===== config.mk =====
export PLATFORM = sky130hd
export DESIGN_NAME = aes_req_arbiter
export DESIGN_NICKNAME = d
export VERILOG_FILES = /design/src/rtl/aes_pkg.sv /design/src/rtl/rr_pick.sv /design/src/rtl/aes_req_arbiter.sv
export SDC_FILE = /design/constraint.sdc
export NUM_CORES = 1
export LEC_CHECK = 0
export ABC_AREA = 0
export ABC_CLOCK_PERIOD_IN_PS = 4800
export CAP_MARGIN = 10
export CORE_AREA = 2 2 616 618
export DETAILED_ROUTE_END_ITERATION = 16
export DIE_AREA = 0 0 618 620
export SYNTH_ARGS = -nofsm -noshare
export SYNTH_HDL_FRONTEND = slang
export SYNTH_SLANG_ARGS = --single-unit

===== constraint.sdc =====
create_clock -name i_Clk -period 4.8 [get_ports i_Clk]
set_input_delay 0.48 -clock i_Clk [delete_from_list [all_inputs] [get_ports i_Clk]]
set_output_delay 0.48 -clock i_Clk [all_outputs]
set_load 0.01 [all_outputs]

===== src/rtl/aes_pkg.sv =====
// Shared definitions for the AES request arbiter: arbiter state encoding
// and AES block/key widths.
package aes_pkg;

  localparam int AES_BLOCK_W = 128;
  localparam int AES_KEY_W   = 128;

  typedef enum logic [1:0] {
    ARB_IDLE  = 2'd0,
    ARB_START = 2'd1,
    ARB_BUSY  = 2'd2,
    ARB_RESP  = 2'd3
  } arb_state_e;

endpackage


===== src/rtl/rr_pick.sv =====
// Combinational round-robin picker: finds the first set request bit scanning
// upward from the pointer, wrapping modulo NUM_REQ (NUM_REQ need not be a
// power of two, so the wrap is an explicit compare-and-subtract).
module rr_pick #(
  parameter int NUM_REQ = 4,
  parameter int ID_W    = 2
) (
  input  logic [NUM_REQ-1:0] i_Req,
  input  logic [ID_W-1:0]    i_Ptr,
  output logic               o_Any,
  output logic [NUM_REQ-1:0] o_OneHot,
  output logic [ID_W-1:0]    o_Idx
);

  logic [ID_W:0]   sum;
  logic [ID_W-1:0] cand;

  // Scan candidates ptr, ptr+1, ... and keep the first requesting one.
  always_comb begin
    o_Any    = 1'b0;
    o_OneHot = '0;
    o_Idx    = '0;
    sum      = '0;
    cand     = '0;
    for (int i = 0; i < NUM_REQ; i++) begin
      sum = {1'b0, i_Ptr} + (ID_W+1)'(i);
      if (sum >= (ID_W+1)'(NUM_REQ)) begin
        sum = sum - (ID_W+1)'(NUM_REQ);
      end
      cand = sum[ID_W-1:0];
      if (!o_Any && i_Req[cand]) begin
        o_Any          = 1'b1;
        o_OneHot[cand] = 1'b1;
        o_Idx          = cand;
      end
    end
  end

endmodule


===== src/rtl/aes_req_arbiter.sv =====
// Shares a single AES-128 core between NUM_REQ requesters: round-robin grant,
// capture of the winner's operands, core launch, watchdog, and a valid/ack
// result port tagged with the requester index. One job in flight at a time.
module aes_req_arbiter
  import aes_pkg::*;
#(
  parameter int NUM_REQ     = 4,
  parameter int ID_W        = 2,
  parameter int TIMEOUT_CYC = 64
) (
  input  logic                       i_Clk,
  input  logic                       i_Rst,
  input  logic [NUM_REQ-1:0]         i_Req,
  input  logic [NUM_REQ-1:0]         i_Enc,
  input  logic [NUM_REQ*128-1:0]     i_Text,
  input  logic [NUM_REQ*128-1:0]     i_Key,
  output logic [NUM_REQ-1:0]         o_Gnt,
  output logic                       o_Valid,
  output logic [ID_W-1:0]            o_Id,
  output logic [127:0]               o_Data,
  output logic                       o_Err,
  input  logic                       i_Ack,
  output logic                       o_Busy,
  output logic                       o_CoreStart,
  output logic                       o_CoreEnc,
  output logic [127:0]               o_CoreText,
  output logic [127:0]               o_CoreKey,
  input  logic [127:0]               i_CoreData,
  input  logic                       i_CoreDone
);

  localparam int CNT_W = (TIMEOUT_CYC > 1) ? $clog2(TIMEOUT_CYC) : 1;
  localparam logic [CNT_W-1:0] CNT_LAST = CNT_W'(TIMEOUT_CYC - 1);

  arb_state_e             state_q, state_d;
  logic [ID_W-1:0]        ptr_q, ptr_d;
  logic [CNT_W-1:0]       cnt_q, cnt_d;
  logic [ID_W-1:0]        id_q, id_d;
  logic [AES_BLOCK_W-1:0] data_q, data_d;
  logic                   err_q, err_d;
  logic                   enc_q, enc_d;
  logic [AES_BLOCK_W-1:0] text_q, text_d;
  logic [AES_KEY_W-1:0]   key_q, key_d;

  logic                   pick_any;
  logic [NUM_REQ-1:0]     pick_onehot;
  logic [ID_W-1:0]        pick_idx;

  logic [AES_BLOCK_W-1:0] text_arr [NUM_REQ];
  logic [AES_KEY_W-1:0]   key_arr  [NUM_REQ];

  for (genvar g = 0; g < NUM_REQ; g++) begin : g_unpack
    assign text_arr[g] = i_Text[g*AES_BLOCK_W +: AES_BLOCK_W];
    assign key_arr[g]  = i_Key[g*AES_KEY_W +: AES_KEY_W];
  end

  rr_pick #(
    .NUM_REQ (NUM_REQ),
    .ID_W    (ID_W)
  ) u_pick (
    .i_Req    (i_Req),
    .i_Ptr    (ptr_q),
    .o_Any    (pick_any),
    .o_OneHot (pick_onehot),
    .o_Idx    (pick_idx)
  );

  // Pointer moves one past the served requester, wrapping at NUM_REQ-1.
  function automatic logic [ID_W-1:0] next_ptr(input logic [ID_W-1:0] id);
    if (id == ID_W'(NUM_REQ - 1)) next_ptr = '0;
    else                          next_ptr = id + 1'b1;
  endfunction

  // Next-state logic: grant/capture, launch, wait with watchdog, respond.
  always_comb begin
    state_d = state_q;
    ptr_d   = ptr_q;
    cnt_d   = cnt_q;
    id_d    = id_q;
    data_d  = data_q;
    err_d   = err_q;
    enc_d   = enc_q;
    text_d  = text_q;
    key_d   = key_q;
    case (state_q)
      ARB_IDLE: begin
        if (pick_any) begin
          id_d    = pick_idx;
          enc_d   = i_Enc[pick_idx];
          text_d  = text_arr[pick_idx];
          key_d   = key_arr[pick_idx];
          state_d = ARB_START;
        end
      end
      ARB_START: begin
        cnt_d   = '0;
        state_d = ARB_BUSY;
      end
      ARB_BUSY: begin
        // A completion arriving on the last allowed cycle still counts.
        if (i_CoreDone) begin
          data_d  = i_CoreData;
          err_d   = 1'b0;
          state_d = ARB_RESP;
        end else if (cnt_q == CNT_LAST) begin
          data_d  = '0;
          err_d   = 1'b1;
          state_d = ARB_RESP;
        end else begin
          cnt_d = cnt_q + 1'b1;
        end
      end
      ARB_RESP: begin
        if (i_Ack) begin
          ptr_d   = next_ptr(id_q);
          state_d = ARB_IDLE;
        end
      end
      default: state_d = ARB_IDLE;
    endcase
  end

  // State and capture registers; reset drops any in-flight job.
  always_ff @(posedge i_Clk or negedge i_Rst) begin
    if (!i_Rst) begin
      state_q <= ARB_IDLE;
      ptr_q   <= '0;
      cnt_q   <= '0;
      id_q    <= '0;
      data_q  <= '0;
      err_q   <= 1'b0;
      enc_q   <= 1'b0;
      text_q  <= '0;
      key_q   <= '0;
    end else begin
      state_q <= state_d;
      ptr_q   <= ptr_d;
      cnt_q   <= cnt_d;
      id_q    <= id_d;
      data_q  <= data_d;
      err_q   <= err_d;
      enc_q   <= enc_d;
      text_q  <= text_d;
      key_q   <= key_d;
    end
  end

  assign o_Gnt       = (state_q == ARB_IDLE) ? pick_onehot : '0;
  assign o_Valid     = (state_q == ARB_RESP);
  assign o_Id        = id_q;
  assign o_Data      = data_q;
  assign o_Err       = err_q;
  assign o_Busy      = (state_q != ARB_IDLE);
  assign o_CoreStart = (state_q == ARB_START);
  assign o_CoreEnc   = enc_q;
  assign o_CoreText  = text_q;
  assign o_CoreKey   = key_q;

endmodule


Word level (Yosys, flattened, before mapping):

Index checks and enable logic that the tools add are counted.

* input bits: 1164
* word-level logic and storage cells: 119
* bits in registers: 398

* muxes and demuxes: 54
* bitwise logic cells: 4
* $add $sub $neg: 9
* $lt $le $gt $ge: 14
* equal/unequal tests: 10
* reductions and logical operators: 19

Operators by type and width (number)
* 2-to-1 mux 128 bit: 6
* binary-select mux 128 bit (select 2 bit): 2
* 2-to-1 mux 2 bit: 13
* 2-to-1 mux 4 bit: 5
* less-than comparator 2 x 3 -> 1 bit (second input constant): 5
* 2-to-1 mux 1 bit: 15
* >= comparator 3 bit (second input constant): 4
* 2-to-1 mux 6 bit: 2
* bitwise OR 4 bit: 3
* case mux 6 bit (2 select lines): 1
* binary-select mux 1 bit (select 2 bit): 5
* demux 1 bit (select 2 bit): 4
* >= comparator 2 x 1 -> 1 bit (second input constant): 4
* case mux 2 bit (4 select lines): 1
* subtractor 2 x 1 -> 2 bit (second input constant): 4
* logical AND 1 bit: 7
* adder 2 x 2 -> 3 bit (second input constant): 2
* adder 6 x 1 -> 6 bit (second input constant): 1
* == test 2 bit (second input constant): 3
* == test 6 bit (second input constant): 1
* != test 2 bit (second input constant): 3
* AND reduction 2 bit: 3
* AND reduction 3 bit: 2
* nonzero test 2 bit: 3
* 9 further kinds: 11

Longest topological paths before layout:

* word-level depth: 18
* gate-level depth with buffers: 16

Hierarchy:

Synthesis repeated with hierarchy kept, for this count alone.

* cell total of the unflattened synthesis: 1541
* area total of the unflattened synthesis: 21922.3 µm²

By module, submodules not included
* aes_req_arbiter: area each 21503.1 µm², times used 1, seq. area each 9959.6 µm², cells an instance 1496
* rr_pick: area each 419.2 µm², times used 1, seq. area each 0.0 µm², cells an instance 45

Worst setup path before layout:

OpenSTA, ideal clock, no wires.

* kind: reg2out
* from: register ptr_q[0]
* to: output port o_Gnt[0]
* arrival time: 3.525 ns
* cell stages (with the launch flop): 14
* required time: 4.320 ns
* slack: 0.795 ns
* cell sequence: dfrtp_1 -> buf_2 -> buf_4 -> clkinv_1 -> clkbuf_1 -> clkbuf_1 -> ha_1 -> mux4_2 -> nor2b_1 -> clkbuf_1 -> clkbuf_1 -> a221o_1 -> o21ai_0 -> a21oi_1

* cells in the longest elaborated chain, start to end: 15
* elaborated cells on any way between the ends: 60

Ends and longest elaborated chain
* from (decl): RTL line aes_req_arbiter.sv:36 `logic [ID_W-1:0] ptr_q, ptr_d;`
* from (signal assigned): RTL line aes_req_arbiter.sv:137 `ptr_q <= ptr_d;`
* parallel branches: the longest is 13 deep, another holds adder 2 x 1 -> 3 bit
* 2-to-1 mux 4 bit (*): RTL line rr_pick.sv:31 `if (!o_Any && i_Req[cand]) begin`
* 2-to-1 mux 4 bit (*): RTL line aes_req_arbiter.sv:148 `assign o_Gnt = (state_q == ARB_IDLE) ? pick_onehot : '0;`
* to (decl): RTL line aes_req_arbiter.sv:17 `output logic [NUM_REQ-1:0] o_Gnt,`

Every way passes the cells marked *. The select of a mux whose other input is x is not followed.

Worst setup path in the final report:

* from: register ptr_q[1]
* to: output port o_Gnt[3]

The elaborated chain is that of the path after synthesis.

==> flow_summary.ini <==
[sta]
post-route-period-util_pct = 89.2
slew_headroom_pct = 22.1
setup_slack_ns = 0.517
setup_viol = 0
report.final.slew_viol_count = 0
tns_ns = 0
fin_worst_skew_ns = 0.0390
fmax_ghz = 0.233
hold_violations = 0
period_minus_slack_ns = 4.28
tightest_slew_ns = 1.17
rsz0062_at_grt = no

[synthesis]
synthSimpleGateAreaFrac_pct = 8.51
synthXorXnorAreaFrac_pct = 0.0342
avgSynthCellArea_sq_um = 9.40
postSynthCellCount = 2727
yosys-mux-area-fraction_pct = 12.4
synth_flop_cell = dfrtp_1
synth_edf_count = 0
syn_area_sq_um = 25600
syn-num-nets = 3904
ys_ff_latch = 398
synth-compound-area-share_pct = 33.5
synthAdderAreaFrac_pct = 0.634
ys_seq_area_share_pct = 38.9
synth_top_family_by_area = compound AO/OA/AOI/OAI gates
synthDistinctLibCells = 55
yosysWarnings = 0
async_flop_share_pct = 100

[clock_network]
clock_path_buffers = 3
clk_pin_slew_worst_paths_ns = 0.07
cts_made_buffers = 61
cts_resized = 0
cts_tree = built
cts_sinks = 398
cts-root-buf = clkbuf_16
clk_latency_ns = 0.80
htree_num_levels = 2

[placement]
place_ws_ns = 0.619
placed_cell_area_sq_um = 47400
dpl.hpwl_um = 279000
portBuffers = 1558
place_congestion = 0.940

[global_route]
grt_pass1_vias = 31100
grt_util_all_layers_pct = 16.3
overflow = 0
grt_max_degree = 96
grt_pass1_wl_um = 396000
antenna_found_initial = 260

[route]
dr.first_iter.drc_count = 3356
antenna_left = 0
wirelength_um = 328000
wl_per_cell_um = 35.4
firstDrtPassIters = 5
via_count = 32600
drc = 0
vias_per_cell = 3.51

[worst_setup_path]
r2r-start = ptr_q[1]
worstSetupEndpointType = primary output
path_max_fanout = 12
startpoint = ptr_q[1]
path_class = flop to primary output
cp_data_required_time_ns = 4.32
arrival_ns = 3.80
cp-start-kind = flop

[final_layout]
nFillCells = 43000
area_delta_synth_final_pct = 94.4
final_cell_area_sq_um = 49800
layout-drive-gt1-share_pct = 5.89
num-nets-final = 5318
seq_area_sq_um = 9960
multi_input_area_sq_um = 14300

[power_and_ir_drop]
powerDensity_nw_per_um2 = 719
leakage_nw = 18.5
ir_drop_mv = 0.442

[floorplan]
ios = 1559
start_util_pct = 6.80
fp.dieH_um = 620
die_area_sq_um = 383000
fp-row-count = 226
die_x_um = 618
core_sq_um = 377000

[job]
max_cap_viol_count = 0

[worst_hold_path]
hold_class = input port to flop
min_from = i_Key[149]

[run_status]
status = complete, no violations
metal layers:
metal	part of all wire, %	up-vias	GRT usage, %
met5	0.37	-	0
met4	4.4	178	6.20
met3	14	636	10.3
met2	44	2026	25.3
met1	37	16100	17.9
li1	-	13600	-
registers in the layout, summed over array words and instances, names as in the netlist:
| register | count |
|---|---|
| ptr_q | 2 |
| o_Id | 2 |
| o_Data | 128 |
| state_q | 2 |
| o_CoreEnc | 1 |
| o_Err | 1 |
| cnt_q | 6 |
| o_CoreKey | 128 |
| o_CoreText | 128 |
placed cells by master, fill, tap and decap left out, types with 3 or more instances in the layout:
cell type	count
ha_1	13
mux4_2	3
clkdlybuf4s50_1	1550
clkinv_4	6
a21o_1	150
a22o_1	233
o32ai_1	106
dfrtp_1	398
mux2i_1	303
o211ai_1	150
buf_4	73
o21ai_4	3
nand3_1	107
bufinv_16	8
nand2_1	381
nor2b_1	3
o21ai_0	115
a31oi_1	108
inv_1	9
clkbuf_1	8
nor2_1	11
o221ai_1	150
diode_2	69
clkbuf_8	18
buf_12	38
a221o_1	5
clkbuf_16	61
nor3_1	3
mux2_2	3
nand2b_4	3
clkinv_16	3
o21ai_1	6
clkinv_2	7
a21oi_1	112
cell families after synthesis:
family / count (synthesis)
buf+inv: 323
xor+xnor: 1
flops: 398
fa+ha+maj: 13
mux: 313
simple gates: 526
compound gates: 1153
stage by stage:
| stage | hold WS (ns) | utilization (%) | cells | power [mW] |
|---|---|---|---|---|
| 6_report | 0.243 | 13.2 | 9277 | 35.8 |
| 5_1_grt | 0.208 | 13.2 | 9239 | 37.9 |
| 4_1_cts | 0.144 | 13.2 | 9208 | 36.7 |
| 3_5_place_dp | 0.488 | 12.6 | 9093 | 31.2 |
| 3_3_place_gp | 0.482 | 12.6 | 9092 | 31.1 |
| 2_1_floorplan | 0.184 | - | 2727 | 17.1 |
synth_stat cells, drive strengths merged (2+ instances only):
| cell | count | area share [%] |
|---|---|---|
| and2 | 3 | 0.073 |
| clkbuf | 181 | 2.7 |
| a31oi | 108 | 2.6 |
| mux2i | 306 | 12 |
| nand2b | 4 | 0.098 |
| nor2b | 5 | 0.15 |
| dfrtp | 398 | 39 |
| a21o | 150 | 4.4 |
| a22o | 233 | 8.0 |
| nand3 | 107 | 2.1 |
| o211a | 2 | 0.078 |
| nor3 | 3 | 0.059 |
| o211ai | 150 | 4.4 |
| a221oi | 2 | 0.068 |
| a21oi | 113 | 2.2 |
| nor2 | 12 | 0.18 |
| o221ai | 150 | 5.1 |
| mux4 | 3 | 0.26 |
| inv | 9 | 0.13 |
| a221o | 5 | 0.20 |
| nand2 | 383 | 5.6 |
| mux2 | 4 | 0.18 |
| o32ai | 106 | 3.6 |
| o22ai | 3 | 0.098 |
| o21ai | 124 | 2.5 |
| ha | 13 | 0.63 |
| buf | 132 | 3.3 |
power by group:
group	internal, mW	switching [mW]
Combinational	9.01	15.2
Clock	3.05	2.21
Sequential	5.07	1.26
worst max-delay path, cell delays in order, from the launching register on:
cell     delay [ns]
dfrtp_1        0.62
inv_1          0.16
ha_1           0.43
mux4_2         0.69
nor2b_4        0.28
a221o_1        0.17
o21ai_0        0.08
a21oi_1        0.39
buf_12         0.19
final timing paths:
path	end	slack (ns)	cells after the start
max in group asynchronous	o_CoreText[47]	3.24	3
min in group asynchronous	o_CoreKey[4]	0.27	2
worst max register to register	o_CoreKey[99]	0.76	10
worst min-delay path	o_CoreKey[21]	0.24	3
worst max-delay path	o_Gnt[3]	0.52	8
worst min register to register	o_CoreText[113]	0.50	2
layout make-up:
cell class | count | share of cell area (%)
Timing Repair Buffer | 1664 | 33.9
Multi-Input combinational cell | 2006 | 28.6
Sequential cell | 398 | 20.0
Tap cell | 5016 | 12.6
Clock buffer | 87 | 3.62
Clock inverter | 27 | 0.889
Antenna cell | 69 | 0.346
Inverter | 10 | 0.0904
what timing repair did:
action,CTS,global route
buffers inserted,0,0
endpoints found under the hold margin,37,0
hold buffers,1,0
No activity file was read; power rests on OpenSTA's default activity.
